$ cat src/rtl/fetch_stage_if.sv
// Instruction-memory request/response channel between the fetch stage and instruction memory.
// Requests use valid/ready; responses come back later, one per accepted request.
interface fetch_stage_if;
    logic        ImemReqValid;
    logic        ImemReqReady;
    logic [63:0] ImemAddr;
    logic        ImemRspValid;
    logic [31:0] ImemRspData;

    modport master (
        output ImemReqValid,
        output ImemAddr,
        input  ImemReqReady,
        input  ImemRspValid,
        input  ImemRspData
    );

    modport slave (
        input  ImemReqValid,
        input  ImemAddr,
        output ImemReqReady,
        output ImemRspValid,
        output ImemRspData
    );
endinterface

$ cat src/rtl/fetch_stage.sv
// Instruction-fetch stage with IF/ID register: single-outstanding imem requests,
// a one-entry hold buffer for responses that arrive during a decode stall, and redirect handling.
module fetch_stage #(
    parameter logic [63:0] RESET_PC  = 64'h0,
    parameter logic [31:0] NOP_INSTR = 32'h00000013
) (
    input  logic                clk,
    input  logic                reset,
    fetch_stage_if.master       imem,
    input  logic                StallF,
    input  logic                StallD,
    input  logic                FlushD,
    input  logic                PCSrcE,
    input  logic [63:0]         PCTargetE,
    output logic [31:0]         InstrD,
    output logic [63:0]         PCD,
    output logic [63:0]         PCPlus4D,
    output logic                ValidD
);

    typedef enum logic [1:0] {
        S_IDLE,
        S_WAIT,
        S_KILL
    } state_t;

    state_t      r_state;
    state_t      w_nextState;

    logic [63:0] r_pcF;
    logic [63:0] r_pcPend;

    logic        r_holdValid;
    logic [31:0] r_holdInstr;
    logic [63:0] r_holdPC;

    logic [31:0] r_instrD;
    logic [63:0] r_pcD;
    logic [63:0] r_pcPlus4D;
    logic        r_validD;

    logic        w_reqValid;
    logic        w_hs;
    logic        w_rspUse;
    logic        w_rspToHold;

    // The WAIT term lets a new request leave in the same cycle its predecessor's response lands.
    assign w_reqValid = !reset && !StallF && !PCSrcE && !r_holdValid &&
                        ((r_state == S_IDLE) ||
                         ((r_state == S_WAIT) && imem.ImemRspValid && !StallD));
    assign w_hs        = w_reqValid && imem.ImemReqReady;
    assign w_rspUse    = (r_state == S_WAIT) && imem.ImemRspValid && !PCSrcE;
    assign w_rspToHold = w_rspUse && StallD;

    assign imem.ImemReqValid = w_reqValid;
    assign imem.ImemAddr     = r_pcF;

    assign InstrD   = r_instrD;
    assign PCD      = r_pcD;
    assign PCPlus4D = r_pcPlus4D;
    assign ValidD   = r_validD;

    always_ff @(posedge clk or posedge reset) begin
        if (reset) begin
            r_state <= S_IDLE;
        end else begin
            r_state <= w_nextState;
        end
    end

    always_comb begin
        w_nextState = r_state;
        case (r_state)
            S_IDLE: begin
                if (w_hs) begin
                    w_nextState = S_WAIT;
                end
            end
            S_WAIT: begin
                if (imem.ImemRspValid) begin
                    w_nextState = w_hs ? S_WAIT : S_IDLE;
                end else if (PCSrcE) begin
                    w_nextState = S_KILL;
                end
            end
            S_KILL: begin
                if (imem.ImemRspValid) begin
                    w_nextState = S_IDLE;
                end
            end
            default: w_nextState = S_IDLE;
        endcase
    end

    always_ff @(posedge clk or posedge reset) begin
        if (reset) begin
            r_pcF    <= RESET_PC;
            r_pcPend <= 64'h0;
        end else begin
            if (PCSrcE) begin
                r_pcF <= PCTargetE;
            end else if (w_hs) begin
                r_pcF <= r_pcF + 64'd4;
            end
            if (w_hs) begin
                r_pcPend <= r_pcF;
            end
        end
    end

    // A redirect makes any buffered instruction stale, so it wins over capture and drain.
    always_ff @(posedge clk or posedge reset) begin
        if (reset) begin
            r_holdValid <= 1'b0;
            r_holdInstr <= NOP_INSTR;
            r_holdPC    <= 64'h0;
        end else if (PCSrcE) begin
            r_holdValid <= 1'b0;
        end else if (w_rspToHold) begin
            r_holdValid <= 1'b1;
            r_holdInstr <= imem.ImemRspData;
            r_holdPC    <= r_pcPend;
        end else if (r_holdValid && !FlushD && !StallD) begin
            r_holdValid <= 1'b0;
        end
    end

    always_ff @(posedge clk or posedge reset) begin
        if (reset) begin
            r_validD   <= 1'b0;
            r_instrD   <= NOP_INSTR;
            r_pcD      <= 64'h0;
            r_pcPlus4D <= 64'h0;
        end else if (FlushD) begin
            r_validD <= 1'b0;
            r_instrD <= NOP_INSTR;
        end else if (StallD) begin
            r_validD <= r_validD;
        end else if (r_holdValid) begin
            r_validD   <= 1'b1;
            r_instrD   <= r_holdInstr;
            r_pcD      <= r_holdPC;
            r_pcPlus4D <= r_holdPC + 64'd4;
        end else if (w_rspUse) begin
            r_validD   <= 1'b1;
            r_instrD   <= imem.ImemRspData;
            r_pcD      <= r_pcPend;
            r_pcPlus4D <= r_pcPend + 64'd4;
        end else begin
            r_validD <= 1'b0;
            r_instrD <= NOP_INSTR;
        end
    end

endmodule

$ cat src/flat_wrapper.sv
// flat-port wrapper written by rule: the top's interface ports become plain ports
module fetch_stage_flat 
#(
    parameter logic [63:0] RESET_PC  = 64'h0,
    parameter logic [31:0] NOP_INSTR = 32'h00000013
)
  (clk, reset, StallF, StallD, FlushD, PCSrcE, PCTargetE, InstrD, PCD, PCPlus4D, ValidD, imem_ImemReqValid, imem_ImemAddr, imem_ImemReqReady, imem_ImemRspValid, imem_ImemRspData);
  fetch_stage_if imem_i ();
  input  logic clk;
  input  logic reset;
  input  logic StallF;
  input  logic StallD;
  input  logic FlushD;
  input  logic PCSrcE;
  input  logic [63:0] PCTargetE;
  output logic [31:0] InstrD;
  output logic [63:0] PCD;
  output logic [63:0] PCPlus4D;
  output logic ValidD;
  output wire logic [$bits(imem_i.ImemReqValid)-1:0] imem_ImemReqValid;
  output wire logic [$bits(imem_i.ImemAddr)-1:0] imem_ImemAddr;
  input wire logic [$bits(imem_i.ImemReqReady)-1:0] imem_ImemReqReady;
  input wire logic [$bits(imem_i.ImemRspValid)-1:0] imem_ImemRspValid;
  input wire logic [$bits(imem_i.ImemRspData)-1:0] imem_ImemRspData;
  assign imem_ImemReqValid = imem_i.ImemReqValid;
  assign imem_ImemAddr = imem_i.ImemAddr;
  assign imem_i.ImemReqReady = imem_ImemReqReady;
  assign imem_i.ImemRspValid = imem_ImemRspValid;
  assign imem_i.ImemRspData = imem_ImemRspData;
  fetch_stage #(.RESET_PC(RESET_PC), .NOP_INSTR(NOP_INSTR)) u_core (.clk(clk), .reset(reset), .imem(imem_i), .StallF(StallF), .StallD(StallD), .FlushD(FlushD), .PCSrcE(PCSrcE), .PCTargetE(PCTargetE), .InstrD(InstrD), .PCD(PCD), .PCPlus4D(PCPlus4D), .ValidD(ValidD));
endmodule
$ cat config.mk
export PLATFORM = sky130hd
export DESIGN_NAME = fetch_stage_flat
export DESIGN_NICKNAME = d
export VERILOG_FILES = /design/src/rtl/fetch_stage_if.sv /design/src/rtl/fetch_stage.sv /design/src/flat_wrapper.sv
export SDC_FILE = /design/constraint.sdc
export NUM_CORES = 1
export LEC_CHECK = 0
export BUFFER_PORTS_ARGS = -buffer_cell sky130_fd_sc_hd__buf_2
export CAP_MARGIN = 20
export CORE_ASPECT_RATIO = 0.75
export CORE_MARGIN = 4
export CORE_UTILIZATION = 49
export DETAILED_ROUTE_END_ITERATION = 10
export PLACE_DENSITY = 0.74
export SYNTH_ARGS = -nofsm -noshare
export SYNTH_HDL_FRONTEND = slang
export SYNTH_SLANG_ARGS = --single-unit
$ cat constraint.sdc
create_clock -name clk -period 16.1 [get_ports clk]
set_input_delay 0 -clock clk [delete_from_list [all_inputs] [get_ports clk]]
set_output_delay 0 -clock clk [all_outputs]
set_load 0.05 [all_outputs]
After elaboration in Yosys (flattened, before gate mapping)
Cells that the tools add are included.

Register bits after elaboration: 388. Latch bits: 0. Memory bits (writable): 0. ROM bits: 0. Input bits: 104. Word-level logic and storage cells: 70. Memories: 0.

$add $sub $neg: 3. Multipliers: 0. Div/mod/pow operators: 0. Magnitude comparators: 0. Eq/ne operators: 6. Shifts and indexed selects: 0. Muxes and demuxes: 23. Bitwise logic cells: 3. Reductions and logical operators: 25.

Operators by type and width (number): 64-bit two-way mux (6); 64-bit by 3-bit adder with 64-bit output (second input constant) (3); 32-bit two-way mux (4); 1-bit logical AND (11); 1-bit two-way mux (8); 2-bit two-way mux (4); 1-bit logical NOT (6); 2-bit case mux with 3 select lines (1); 3-bit AND reduction (2); 2-bit by 1-bit != test with 1-bit output (second input constant) (2); 2-bit nonzero test (2); 3-bit != test (second input constant) (1); 1-bit inverter (3); 3-bit nonzero test (1); 2-bit by 1-bit == test with 1-bit output (second input constant) (1); 2-bit == test (second input constant) (1); 2-bit logical NOT (1); 2-bit != test (second input constant) (1); 2-bit AND reduction (1); 1-bit logical OR (1).

Logic depth before layout (Yosys ltp)
Gate-level depths: netlist of run 1.

Depth after elaboration: 9. Depth in mapped cells: 15.

Worst setup path after synthesis of run 1
Ideal clock, no wire load.

Kind: register to register. Start point: register u_core.r_holdValid. End point: register u_core.r_pcPlus4D[48], in the netlist u_core.PCPlus4D[48]. Setup time: 134 ps. Data arrival time: 3414 ps. Required time: 15966 ps. Path slack: 12551 ps. Cell stages (with the launch flop): 16. Buffers on the path: 7. Clock period less this slack: 3549 ps. Cell sequence: dfrtp_1 > buf_6 > clkbuf_1 > buf_2 > buf_2 > buf_1 > buf_2 > mux2_2 > ha_1 > nand4_1 > o22ai_1 > nand4_1 > clkbuf_1 > nor4_1 > xor2_1 > o21ai_0.

Word-level cells in the longest chain between the ends: 2. Elaborated cells on any way between the ends: 3.

RTL lines: start: declaration (line fetch_stage.sv:33) `logic r_holdValid;`; start signal: assignment (line fetch_stage.sv:114) `r_holdValid <= 1'b0;`; start signal: assignment (line fetch_stage.sv:118) `r_holdValid <= 1'b0;`; start signal: assignment (line fetch_stage.sv:120) `r_holdValid <= 1'b1;`; 2-bit nonzero test (no line); 3-bit AND reduction (no line); end signal: assignment (line fetch_stage.sv:143) `r_pcPlus4D <= r_holdPC + 64'd4;`; end signal: assignment (line fetch_stage.sv:148) `r_pcPlus4D <= r_pcPend + 64'd4;`; end: declaration (line fetch_stage.sv:39) `logic [63:0] r_pcPlus4D;`.

Parallel ways exist; a longest one is shown, timed or not. A chain may end at the register's enable or synchronous reset.

Final worst setup path of run 1
Start point: register u_core.r_holdValid. End point: register u_core.r_pcPlus4D[54], in the netlist u_core.PCPlus4D[54].

Same word-level chain as after synthesis.

==> results.toml, run 1 <==
[critical_path]
crit_path_start_kind = "register"
crit_top_cell = "nand4_1"
slowest_delay_ns = 0.90
crit_family = "simple AND/OR/NAND/NOR gates"
worstPathMaxFanout = 88
r2r-end = "u_core.PCPlus4D[54]"
regToRegSetupSlack_ns = 11.30
endpoint = "u_core.PCPlus4D[54]"
cp-end-kind = "register"
crit_path_cell_trace = "buf_4 -> mux2_2 -> ha_1 -> nand4_1 -> o22ai_1 -> nand4_1 -> nor4_2 -> nor3_1 -> a221o_1"
worstSetupPathType = "register to register"
cp.required_ns = 16.53
slowest_stage = "dfrtp_4"
worstPathArrival_ns = 5.22
crit_cells = 9
cp_num_buf_inv = 1
r2r_cells = 9
startpoint = "u_core.r_holdValid"
timing.rr.start = "u_core.r_holdValid"

[status]
outcome = "finished clean"

[timing]
final-setup-viol-count = 0
slew_headroom_pct = 25.28
max_freq_mhz = 208.5
skew_ns = 0.01809
maxSlewViolCount = 0
fin_hold_ws_ns = 0.1470
period_minus_slack_ns = 4.796
hold_viol = 0
finalCritPeriodShare_pct = 29.79
worst_pin_slew_ns = 1.121
fin_setup_tns_ns = 0
grt_setup_unrepaired = "false"

[floorplan]
rows = 62
coreArea_um2 = 38240
die_area_um2 = 41980
pin_count = 330
die_x_um = 235.3
initial_core_util_pct = 49.63
fp.dieH_um = 178.5

[global_routing]
grt_pass1_vias = 16151
grtUsageTotal_pct = 28.21
overflow = 0
antenna_found_initial = 0
grt_max_degree = 122
grt_pass1_wl_um = 94560

[synthesis]
synthCells = 1975
yosys_warnings = 0
synth_top_area_share_pct = 50.10
avgSynthCellArea_um2 = 9.611
ys_top_cells_by_area = "dfrtp_1 (50%), nand2_1 (9.3%), mux2_2 (6.0%)"
ys.flop_type = "dfrtp_1"
syn-num-nets = 2081
synthArstFlopShare_pct = 100.0
synth_area_um2 = 18980
synth-edff-count = 0
yosysSeqAreaShare_pct = 50.93
yosysTopAreaCell = "dfrtp_1"
yosys.cell_types.count = 68
synth-seq-cells = 386

[route]
routed_wl_um = 61390
wl_per_cell_um = 21.23
initialDrtViolationCount = 2243
post-route-drc-count = 0
dr.pass1.iters = 10
vias_per_cell = 5.946
antenna_left = 0
vias = 17197

[clock_network]
cts_buffers = 40
cts.clk_slew.worst_paths_ns = 0.06
clock_latency_ns = 0.55
cts_sinks = 386
clockRootBuffer = "clkbuf_16"
cts_tree = "yes"
htree_num_levels = 2
post_cts_buffers = 0
cts_max_path_buffers = 3

[cells_and_area]
final_cells = 2892
post-route-util_pct = 61.39
nets = 2455
synthToLayoutAreaGrowth_pct = 23.69
drive_above_1_share_pct = 22.87

[place]
dp.cells = 2715
port_buffers = 329
place_congestion = 1.051
place_hpwl_um = 43760

[power]
p_leak_nw = 10.93
ir_drop_mv = 0.07294
power.density_nw_per_um2 = 127.4

[flow_run]
cap_violations = 0

[min_path]
hold_class = "input pin to async pin"
-- layout make-up --
type                            count  area, um2
Clock buffer                       48       1092
Tap cell                          512      640.6
Antenna cell                        1      2.502
Fill cell                        3216      14770
Clock inverter                     24      292.8
Multi-Input combinational cell   1458       8828
Sequential cell                   386       9671
Timing Repair Buffer              450       2895
Inverter                           13      56.30
-- metrics by stage --
step / area (um2) / power [mW] / setup slack [ns]
after floorplan: 18980 / 1.742 / 5.382
after global placement: 20960 / 1.970 / 11.40
after detailed placement: 21000 / 1.991 / 11.37
after CTS: 23390 / 2.991 / 11.36
after global routing: 23480 / 3.109 / 10.96
final: 23480 / 2.991 / 11.30
-- flip-flops by register name, summed over array words and instances (netlist names) --
register	flops
u_core.PCD	62
u_core.r_holdValid	1
u_core.r_holdPC	64
u_core.r_state	2
u_core.ValidD	1
u_core.r_holdInstr	32
u_core.r_pcPend	64
u_core.PCPlus4D	64
u_core.imem.ImemAddr	64
u_core.InstrD	32
-- layout by cell type, fill, tap and decap left out, types with 10 or more instances in the layout --
cell type	n
and3_1	13
nor2_1	63
nand3_1	91
nand3b_1	41
clkinv_2	11
nor4_1	23
xnor2_1	12
a21oi_1	36
a31oi_1	15
a22oi_1	26
o21ai_0	190
dlygate4sd3_1	101
mux2_2	101
xor2_1	43
buf_2	329
inv_1	12
clkbuf_16	41
buf_4	15
mux2i_1	98
and2_1	11
nand4_1	49
nor2b_1	10
nor3_1	23
o311ai_0	15
nand2_1	467
dfrtp_1	379
-- cell usage after synthesis (23+ instances only) --
master / n
nor3_1: 23
mux2i_1: 98
a22oi_1: 26
o21ai_0: 191
nor4_1: 23
dfrtp_1: 380
mux2_2: 101
nand2_1: 468
nor2_1: 63
xor2_1: 43
nand4_1: 49
clkbuf_1: 78
nand3_1: 91
a21oi_1: 36
nand3b_1: 41
-- power breakdown --
part           leakage [nW]  switching (mW)  internal (mW)
Sequential             5.08           0.193           1.12
Clock                 0.683           0.400          0.583
Combinational          5.16           0.487          0.204
-- logic make-up (layout without fill, tap and decap cells) --
family	after synthesis	after routing	share of synthesized area (%)
fa+ha+maj	2	2	0.1318
buf+inv	131	535	2.775
compound gates	358	358	11.61
other cells	0	1	0
mux	199	199	11.16
xor+xnor	55	55	2.538
simple gates	844	844	20.86
flops	386	386	50.93
-- timing repair --
item	CTS	global route
hold endpoints to repair	227	0
hold buffers	101	0
resized for setup	0	0
-- per-layer routing --
metal	vias to the layer above	GRT usage, %	part of all wire (%)
li1	7807	-	-
met2	900	39.32	41
met3	92	5.997	10
met4	0	5.600	1.8
met5	-	0	0
met1	8398	45.22	47
-- how the worst min path moves through the flow --
stage / startpoint / end / slack, ns / cells after the start
floorplan: imem_ImemRspValid / u_core.r_state[1] / 0.06 / 1
global placement: reset / u_core.r_holdInstr[25] / 0.18 / 2
detailed placement: reset / u_core.r_holdInstr[25] / 0.20 / 2
CTS: imem_ImemReqReady / u_core.imem.ImemAddr[43] / 0.13 / 3
global route: imem_ImemReqReady / u_core.imem.ImemAddr[43] / 0.19 / 3
finish: reset / u_core.InstrD[21] / 0.15 / 3
-- worst min-delay path, delay by kind of cell --
family,cells,cell delay (ns)
buf+inv,3,1.18
Power figures use the tool's default switching activity.
==> inputs of run 2 (changes only) <==
--- a/config.mk
+++ b/config.mk
@@ -5,13 +5,14 @@
 export SDC_FILE = /design/constraint.sdc
 export NUM_CORES = 1
 export LEC_CHECK = 0
+export ABC_AREA = 1
 export BUFFER_PORTS_ARGS = -buffer_cell sky130_fd_sc_hd__buf_2
 export CAP_MARGIN = 20
 export CORE_ASPECT_RATIO = 0.75
 export CORE_MARGIN = 4
 export CORE_UTILIZATION = 49
 export DETAILED_ROUTE_END_ITERATION = 10
-export PLACE_DENSITY = 0.74
+export PLACE_DENSITY = 0.77
 export SYNTH_ARGS = -nofsm -noshare
 export SYNTH_HDL_FRONTEND = slang
 export SYNTH_SLANG_ARGS = --single-unit
==> constraint.sdc (replaced) <==
create_clock -name clk -period 4.18 [get_ports clk]
set_input_delay 0 -clock clk [delete_from_list [all_inputs] [get_ports clk]]
set_output_delay 0 -clock clk [all_outputs]
set_load 0.05 [all_outputs]
==> run 2 against run 1 <==
Sequential share of layout area fell by 1.7 points; via count increased by 13%; core utilization down 0.23 points; synthesized cell count up 33%; clock-buffer cell count increased by 8; setup slack got worse by 10 ns; combinational power rose to 4.9 times the previous value; largest cell class unchanged; highest routed layer unchanged; non-clock buffer count is 2 higher; worst hold slack better by 0.037 ns; synthesized area rose by 6.0%; routed wire length up 14%.
==> results.toml, run 2 <==
[power]
p_leak_nw = 11.96
power_mw = 11.93
ir_drop_mv = 0.3844
power.density_nw_per_um2 = 487.1

[critical_path]
slowest_delay_ns = 0.86
worstSetupPathType = "register to register"
worstPathArrival_ns = 3.72
crit_path_cell_trace = "buf_12 -> nand2_1 -> nand2_1 -> nand3_1 -> inv_2 -> nand3_1 -> nor3_1 -> nand2_1 -> nand2_1 -> nand3_1"
crit_top_cell = "nand2_1"
cp-end-kind = "register"
cp.required_ns = 4.60
crit_path_start_kind = "register"
crit_family = "simple AND/OR/NAND/NOR gates"
cp_num_buf_inv = 2
worstPathMaxFanout = 122
slowest_stage = "dfrtp_4"

[synthesis]
synth_most_common_cell = "nand2_1"
synth-seq-cells = 386
synth-edff-count = 0
syn-num-nets = 2740
yosys.cell_types.count = 45
synthCells = 2634
ys.flop_type = "dfrtp_1"
avgSynthCellArea_um2 = 7.640
yosysTopAreaCell = "dfrtp_1"
yosys_warnings = 0
synth_area_um2 = 20120
yosysSeqAreaShare_pct = 48.04
synth_top_area_share_pct = 47.25
synth_common_cells = "nand2_1 (825), dfrtp_1 (380), nor2_1 (307)"
synthArstFlopShare_pct = 100.0
ys_top_cells_by_area = "dfrtp_1 (47%), nand2_1 (15%), nor2_1 (5.7%)"

[timing]
slew_headroom_pct = 38.00
period_minus_slack_ns = 3.306
final-setup-viol-count = 0
maxSlewViolCount = 0
max_freq_mhz = 302.5
skew_ns = 0.02220
fin_setup_tns_ns = 0
hold_viol = 0
grt_setup_unrepaired = "false"
finalCritPeriodShare_pct = 79.09
fin_hold_ws_ns = 0.1844
worst_pin_slew_ns = 0.9228

[route]
routed.top_layer = "met4"
route.met2.wl_um = 32970
dr.pass1.iters = 5
post-route-drc-count = 0
wl_met3_um = 5674
initialDrtViolationCount = 1736
vias_per_cell = 5.444
routedLengthMet1_um = 28740
vias = 19414
routed_wl_um = 69840
wl_per_cell_um = 19.58
antenna_left = 0

[cells_and_area]
multi_input_area_um2 = 8881
nFillCells = 3566
fin_area_um2 = 24490
mostFrequentLayoutCells = "nand2_1 (824), dfrtp_1 (379), buf_2 (329)"
synthToLayoutAreaGrowth_pct = 21.70
antenna_cells = 0
regArea_um2 = 9671
final_common_cell = "nand2_1"
final_cells = 3566
drive_above_1_share_pct = 17.27
nets = 3124

[floorplan]
pin_count = 330
initial_core_util_pct = 50.26
rows = 63
die_area_um2 = 44410
coreArea_um2 = 40040
fp.dieH_um = 183.5
die_x_um = 242.0

[global_routing]
grt_max_degree = 123
grt_pass1_vias = 19656
antenna_found_initial = 0
overflow = 0
grt_pass1_wl_um = 109700
grtUsageTotal_pct = 31.13

[clock_network]
cts.clk_slew.worst_paths_ns = 0.06
cts_tree = "yes"
cts_buffers = 39
clockRootBuffer = "clkbuf_16"
cts_max_path_buffers = 3
cts_sinks = 386
htree_num_levels = 2
clock_latency_ns = 0.54
cts_resized = 0

[place]
place_congestion = 0.9924
dp.cells = 3393
port_buffers = 329
place_hpwl_um = 51160
place_area_um2 = 22080

[min_path]
hold_class = "input pin to register"

[flow_run]
cap_violations = 0

[status]
outcome = "finished clean"
run 2: worst paths after layout:
| path | from | end | slack, ns | cells past startpoint |
|---|---|---|---|---|
| max | u_core.r_holdValid | u_core.PCPlus4D[61] | 0.87 | 10 |
| min in group asynchronous | reset | u_core.r_holdPC[60] | 0.48 | 4 |
| min reg2reg | u_core.PCD[25] | u_core.PCD[25] | 0.47 | 2 |
| min | imem_ImemReqReady | u_core.r_pcPend[14] | 0.18 | 4 |
| max in group asynchronous | reset | u_core.PCD[10] | 2.51 | 6 |
| max reg2reg | u_core.r_holdValid | u_core.PCPlus4D[61] | 0.87 | 10 |
run 2: worst min-delay path: cells and delay by family:
kind / cells / cell delay [ns]
AOI/OAI and AO/OA: 1 / 0.06
buffers and inverters: 1 / 0.11
and+or+nand+nor: 2 / 0.47
run 2: logic make-up after synthesis:
kind of cell,after synthesis,share of synthesized area (%)
flops,386,48.04
fa+ha+maj,2,0.1243
compound gates,356,10.00
buf+inv,378,7.921
mux,64,3.407
xor+xnor,37,1.610
simple gates,1411,28.90
run 2: where the power goes:
group | leakage (nW) | switching, mW | internal, mW | total (mW)
Combinational | 6.28 | 2.52 | 0.850 | 3.37
Clock | 0.668 | 1.49 | 2.25 | 3.75
Sequential | 5.01 | 0.446 | 4.36 | 4.81
Total | 12.0 | 4.46 | 7.47 | 11.9
run 2: cell type report:
class	count	share of cell area [%]
multi-input cells	1870	36.26
inverters	269	4.158
well taps	520	2.656
flip-flops and latches	386	39.48
clock inverters	13	0.9246
repair buffers	452	11.90
clock buffers	56	4.613
run 2: routing by layer:
layer	vias up	track usage, %
met5	-	0
met4	0	10.61
met3	168	6.153
met2	778	52.46
met1	9301	40.75
li1	9167	-
run 2: repair_timing:
item,in CTS,in global routing
endpoints found under the hold margin,168,2
setup endpoints to repair,0,0
hold buffers,102,1
buffers inserted,0,0
run 2: metrics by stage:
stage          utilization (%)  setup slack, ns
6_report                 61.16           0.8741
5_1_grt                  61.16           0.6751
4_1_cts                  61.09           0.9722
3_5_place_dp             55.15            1.011
3_3_place_gp             55.15            1.027
2_1_floorplan                -           -1.005
